$ cat config.mk
export PLATFORM = sky130hd
export DESIGN_NAME = coefficient_rf_stream_sequencer
export DESIGN_NICKNAME = d
export VERILOG_FILES = /design/src/rtl/coefficient_rf_stream_sequencer.sv
export SDC_FILE = /design/constraint.sdc
export NUM_CORES = 1
export LEC_CHECK = 0
export CAP_MARGIN = 5
export CELL_PAD_IN_SITES_DETAIL_PLACEMENT = 0
export CELL_PAD_IN_SITES_GLOBAL_PLACEMENT = 1
export CORE_AREA = 2 2 612 614
export CTS_CLUSTER_SIZE = 30
export DETAILED_ROUTE_END_ITERATION = 10
export DIE_AREA = 0 0 614 616
export GPL_ROUTABILITY_DRIVEN = 0
export PLACE_DENSITY_LB_ADDON = 0.05
export SYNTH_ARGS = -nofsm -noshare
export SYNTH_HDL_FRONTEND = slang
export SYNTH_SLANG_ARGS = --single-unit
$ cat constraint.sdc
create_clock -name i_clk -period 8.6 [get_ports i_clk]
set_input_delay 0.86 -clock i_clk [delete_from_list [all_inputs] [get_ports i_clk]]
set_output_delay 0.86 -clock i_clk [all_outputs]
set_load 0.02 [all_outputs]
$ cat src/rtl/coefficient_rf_stream_sequencer.sv
// coefficient_rf_stream_sequencer
//   Owns the single-port coefficient RF (part1 / part2 / spin-polarity macros
//   sharing one address and write strobe). Each cycle grants the RF either to
//   the GPIO loader (row write) or to the read sequencer. On start, the
//   sequencer reads rows 0..NUM_ROWS-1 in order and presents each one to the
//   spin-array programmer over a valid/ready stream. Loader writes normally win
//   over a pending read, but only for STARVE_LIMIT consecutive cycles.
//
// Ports
//   i_clk, i_rst            clock, synchronous active-high reset
//   start, abort            run control pulses (abort wins)
//   wr_req/wr_addr/wr_data  loader write request; wr_gnt = write taken this edge
//   st_valid/st_ready       row stream handshake
//   st_data/st_addr/st_last registered row, its index, last-row flag
//   busy, done              run in progress, 1-cycle completion pulse
//   rf_a/rf_web/rf_bweb/rf_d  RF macro address, write strobes (active low), data
//   rf_q                    RF read data, valid the cycle after a read access
module coefficient_rf_stream_sequencer #(
  parameter int NUM_ROWS     = 50,
  parameter int AW           = 6,
  parameter int W            = 306,
  parameter int STARVE_LIMIT = 4
) (
  input  logic          i_clk,
  input  logic          i_rst,
  input  logic          start,
  input  logic          abort,
  input  logic          wr_req,
  input  logic [AW-1:0] wr_addr,
  input  logic [W-1:0]  wr_data,
  output logic          wr_gnt,
  output logic          st_valid,
  input  logic          st_ready,
  output logic [W-1:0]  st_data,
  output logic [AW-1:0] st_addr,
  output logic          st_last,
  output logic          busy,
  output logic          done,
  output logic [AW-1:0] rf_a,
  output logic          rf_web,
  output logic [W-1:0]  rf_bweb,
  output logic [W-1:0]  rf_d,
  input  logic [W-1:0]  rf_q
);

  localparam int SW = (STARVE_LIMIT < 1) ? 1 : $clog2(STARVE_LIMIT + 1);
  localparam logic [SW-1:0] STARVE_MAX = SW'(STARVE_LIMIT);
  localparam logic [AW-1:0] LAST_ROW   = AW'(NUM_ROWS - 1);
  localparam logic [AW:0]   ROW_LIMIT  = (AW + 1)'(NUM_ROWS);

  typedef enum logic [1:0] {IDLE, ISSUE, WAIT, HOLD} state_e;

  state_e          state_q;
  logic [AW-1:0]   row_q;
  logic [SW-1:0]   starve_q, starve_d;
  logic            st_valid_q, busy_q, done_q;
  logic [W-1:0]    st_data_q;
  logic [AW-1:0]   st_addr_q;

  logic            read_sel;
  logic            wr_en;

  function automatic logic [SW-1:0] sat_inc(input logic [SW-1:0] v);
    return (v == STARVE_MAX) ? v : v + SW'(1);
  endfunction

  // Arbitration: one RF access per cycle. Nothing is granted while in reset.
  always_comb begin
    read_sel = 1'b0;
    wr_gnt   = 1'b0;
    wr_en    = 1'b0;
    rf_a     = '0;
    if (!i_rst) begin
      read_sel = (state_q == ISSUE) && (!wr_req || (starve_q == STARVE_MAX));
      wr_gnt   = wr_req && !read_sel;
      // Out-of-range rows are acknowledged so the loader moves on, but never
      // reach the macro.
      wr_en    = wr_gnt && ({1'b0, wr_addr} < ROW_LIMIT);
      if (read_sel)    rf_a = row_q;
      else if (wr_gnt) rf_a = wr_addr;
    end
  end

  always_comb begin
    starve_d = '0;
    if (state_q == ISSUE && !read_sel && wr_gnt) starve_d = sat_inc(starve_q);
  end

  assign rf_web  = !wr_en;
  assign rf_bweb = {W{rf_web}};
  assign rf_d    = wr_data;

  always_ff @(posedge i_clk) begin
    if (i_rst) begin
      state_q    <= IDLE;
      row_q      <= '0;
      starve_q   <= '0;
      st_valid_q <= 1'b0;
      busy_q     <= 1'b0;
      done_q     <= 1'b0;
      st_data_q  <= '0;
      st_addr_q  <= '0;
    end else begin
      done_q   <= 1'b0;
      starve_q <= starve_d;
      if (abort) begin
        // Any read in flight is simply never captured.
        state_q    <= IDLE;
        row_q      <= '0;
        starve_q   <= '0;
        st_valid_q <= 1'b0;
        busy_q     <= 1'b0;
      end else begin
        case (state_q)
          IDLE: begin
            // done_q high means this is the completion cycle: start waits a cycle.
            if (start && !done_q) begin
              state_q <= ISSUE;
              row_q   <= '0;
              busy_q  <= 1'b1;
            end
          end
          ISSUE: begin
            if (read_sel) state_q <= WAIT;
          end
          WAIT: begin
            st_data_q  <= rf_q;
            st_addr_q  <= row_q;
            st_valid_q <= 1'b1;
            state_q    <= HOLD;
          end
          HOLD: begin
            if (st_ready) begin
              st_valid_q <= 1'b0;
              if (row_q == LAST_ROW) begin
                state_q <= IDLE;
                row_q   <= '0;
                busy_q  <= 1'b0;
                done_q  <= 1'b1;
              end else begin
                row_q   <= row_q + AW'(1);
                state_q <= ISSUE;
              end
            end
          end
          default: state_q <= IDLE;
        endcase
      end
    end
  end

  assign st_valid = st_valid_q;
  assign st_data  = st_data_q;
  assign st_addr  = st_addr_q;
  assign st_last  = st_valid_q && (st_addr_q == LAST_ROW);
  assign busy     = busy_q;
  assign done     = done_q;

endmodule

==> run metrics <==
Die Area=378200 um^2; Post-Syn Instances=2064; Slew @ Worst Pin=1122 ps; CP required=7740 ps; core area=371400 um^2; CP Cell Sequence=inv_1 -> ha_1 -> a311oi_2 -> nand2_4 -> buf_12 -> clkdlybuf4s50_1; fin cells=7397; status=complete, no violations; initial core utilization=4.327%; Critical Path End Type=output pin; HPWL Detailed=107400 um; # IOs=1560; critical path arrival=4150 ps; TritonCTS Buffers=60; via count=14370; hold crit path type=register to register; P_sw=0.001327 W; grt ovf=0; Area Growth Syn to Fin=79.90%; Longest Clk Path Bufs=3; WL per Instance=18.48 um; Hold Path End=starve_q[0]$_SDFFE_PP0N_; post-synthesis mux area share=0.06230%; Mapped Area=16070 um^2; number of flops mapped to enable cells by yosys=0; unrepaired setup endpoints after global routing=false; Syn. warnings=0; initial DRC count=525; sequential-to-total area share from yosys stat=40.62%; Die H=616 um; FMAX=199.5 MHz; Leak=8.140 nW; placed cell area=26900 um^2; fillcell total=43370; Tot Pwr=0.004629 W; Syn Nets=2696; # nets final=3001; Max Slew Vio Count=0; PwrDens=160.1 nW/um^2; Synth Area in Compound Gates=11.05%; Hold Path Stages=1; origin of the critical flop-to-flop path=state_q[0]$_SDFFE_PP0P_; worst skew pair latency=760 ps; Synth Area in Adders=0.6230%; DR pass1 iterations=4; first-pass GRT wire length=170700 um; Yosys cell types=35; FF+latch count, synth=326; Slew Limit Headroom=25.01%; final setup skew=42.65 ps; max-cap violations=0; largest net degree at the start of global routing=232; main combinational cell family by area after synthesis=buffers and inverters; CP bufs+invs=3; Final Cycle Share=58.30%; Post-CTS Resized=0; # rows=224; Comb pwr share=12.6%; critical path startpoint category=register; Worst VDD drop=181.1 uV; initial antenna violation count=78; Reg power frac=33.1%; Worst Path Max Fanout=231; fraction of layout instances using a drive strength above 1=4.432%; slowest library cell on the worst path=a311oi_2; Simple-Gate Fraction of Synth Area=15.73%; setup TNS=0 ps; delay-heaviest family, CP=buffers and inverters; Switching Fraction=28.67%; Reg-to-Reg End=st_data[150]$_SDFFE_PP0P_; Die Wd=614 um; CTS Sinks=326; Final Hold Viols=0; CTS Root Buffer Type=clkbuf_16; Post-Synth XOR/XNOR Area=0.1635%; hold_buf cts=0; Buffers on Ports=947; mean area per synthesized cell=7.785 um^2; # H-tree levels=2; top_reg_cell synth=dfxtp_1; Post-synth ARST share=0%; final core area utilization=7.784%; final WL=136700 um; cells on worst reg2reg path=7; placed cells=7279; post-route design area=28910 um^2; DRC violations left=0; Multi-input gate area=4462 um^2; final-report setup violation count=0; Crit Path Class=register to output pin; Hold Path Origin=starve_q[0]$_SDFFE_PP0N_; Reg area=6526 um^2; reg2reg setup slack=5530 ps; critical path's largest stage delay=870 ps; clock-pin slew on the worst setup and hold paths=50 ps; clock power share=54.3%; vias per std cell=1.943; Antenna Nets Post-Route=0; post-CTS setup repair buffer count=0; vias in the first global route=14820; cell internal pwr=0.003301 W; GRT Util Overall=6.888%; CTS tree=done; Tmin final=5014 ps
==> sequential cells by signal, summed over array words and instances (netlist names) <==
name	cells
state_q	2
st_data	306
done	1
busy	1
st_valid	1
row_q	6
st_addr	6
starve_q	3
==> cell usage after synthesis, types with 5 or more instances <==
cell	n	share of area, %
buf_4	612	29
a21oi_1	318	9.9
buf_2	64	2.0
ha_1	8	0.62
inv_1	8	0.19
dfxtp_1	326	41
o21ai_0	5	0.16
clkbuf_1	42	0.98
a22o_1	6	0.33
nor2_1	9	0.21
nand2_1	630	15
==> kinds of logic (layout without fill, tap and decap cells) <==
kind of cell | Yosys count | count (layout)
buf+inv | 726 | 1076
simple gates | 658 | 658
compound gates | 342 | 342
flops | 326 | 326
fa+ha+maj | 8 | 8
xor+xnor | 3 | 3
mux | 1 | 1
other cells | 0 | 11
==> metrics by stage <==
stage               hold WS (ps)  setup slack, ps
CTS                        447.3             3423
detailed placement         433.5             3624
finish                     438.4             3586
floorplan                  417.3            816.1
global route               469.3             3276
global placement           441.4             3792
==> layer usage <==
metal	vias up	share of wire, %	global-route usage, %
li1	6570	-	-
met1	6596	35	6.736
met2	850	45	11.02
met3	300	17	5.528
met4	56	2.8	1.901
met5	-	0.44	0.5236
==> area by class of cell <==
class,instances,area share (%)
tap,4972,21.52
multi-input combinational,1012,15.44
clock inverter,10,0.5714
antenna,11,0.09523
sequential,326,22.58
timing repair buffer,961,33.43
clock buffer,97,6.263
inverter,8,0.1039
==> cells in the final DEF (no fill, tap or decap), types with 2 or more instances in the layout <==
cell type        synthesis  layout
nand3_1                  3       3
buf_4                  612       8
clkinv_2                 0       5
a22o_1                   6       6
a211oi_1                 3       3
clkbuf_1                42      20
diode_2                  0      11
and4_1                   3       3
dfxtp_1                326     326
o21ai_0                  5       5
clkbuf_16                0      60
ha_1                     8       8
clkbuf_8                 0      17
nor2_1                   9       9
or3_1                    3       3
bufinv_16                0       2
nand2_1                630     629
xnor2_1                  3       3
a21oi_1                318     318
buf_12                   0       6
clkdlybuf4s50_1          0     946
a21o_1                   2       2
inv_1                    8       8
clkinv_16                0       2
==> worst reg2reg max path, stage by stage, from the launching register on <==
cell	delay [ps]
dfxtp_1	330
inv_1	120
ha_1	300
nor2b_4	370
buf_4	560
buf_4	810
nand2_1	340
a21oi_1	190
==> power groups by stage <==
stage | registers, W | clock network (W) | logic (W)
global route | 0.00153 | 0.00277 | 0.000615
finish | 0.00153 | 0.00251 | 0.000582
detailed placement | 0.00157 | 0 | 0.000601
floorplan | 0.00158 | 0 | 0.000556
global placement | 0.00156 | 0 | 0.000608
CTS | 0.00153 | 0.00274 | 0.000603
==> how the worst max path moves through the flow <==
stage / start / endpoint / slack, ps / cells past startpoint
after global routing: state_q[1]$_SDFFE_PP0P_ / rf_bweb[193] / 3280 / 6
after CTS: state_q[1]$_SDFFE_PP0P_ / rf_bweb[16] / 3420 / 6
after detailed placement: wr_req / rf_bweb[16] / 3620 / 6
final: state_q[1]$_SDFFE_PP0P_ / rf_bweb[16] / 3590 / 6
after global placement: wr_req / rf_bweb[228] / 3790 / 6
after floorplan: i_rst / rf_bweb[0] / 820 / 4
No activity file was read; power rests on OpenSTA's default activity.
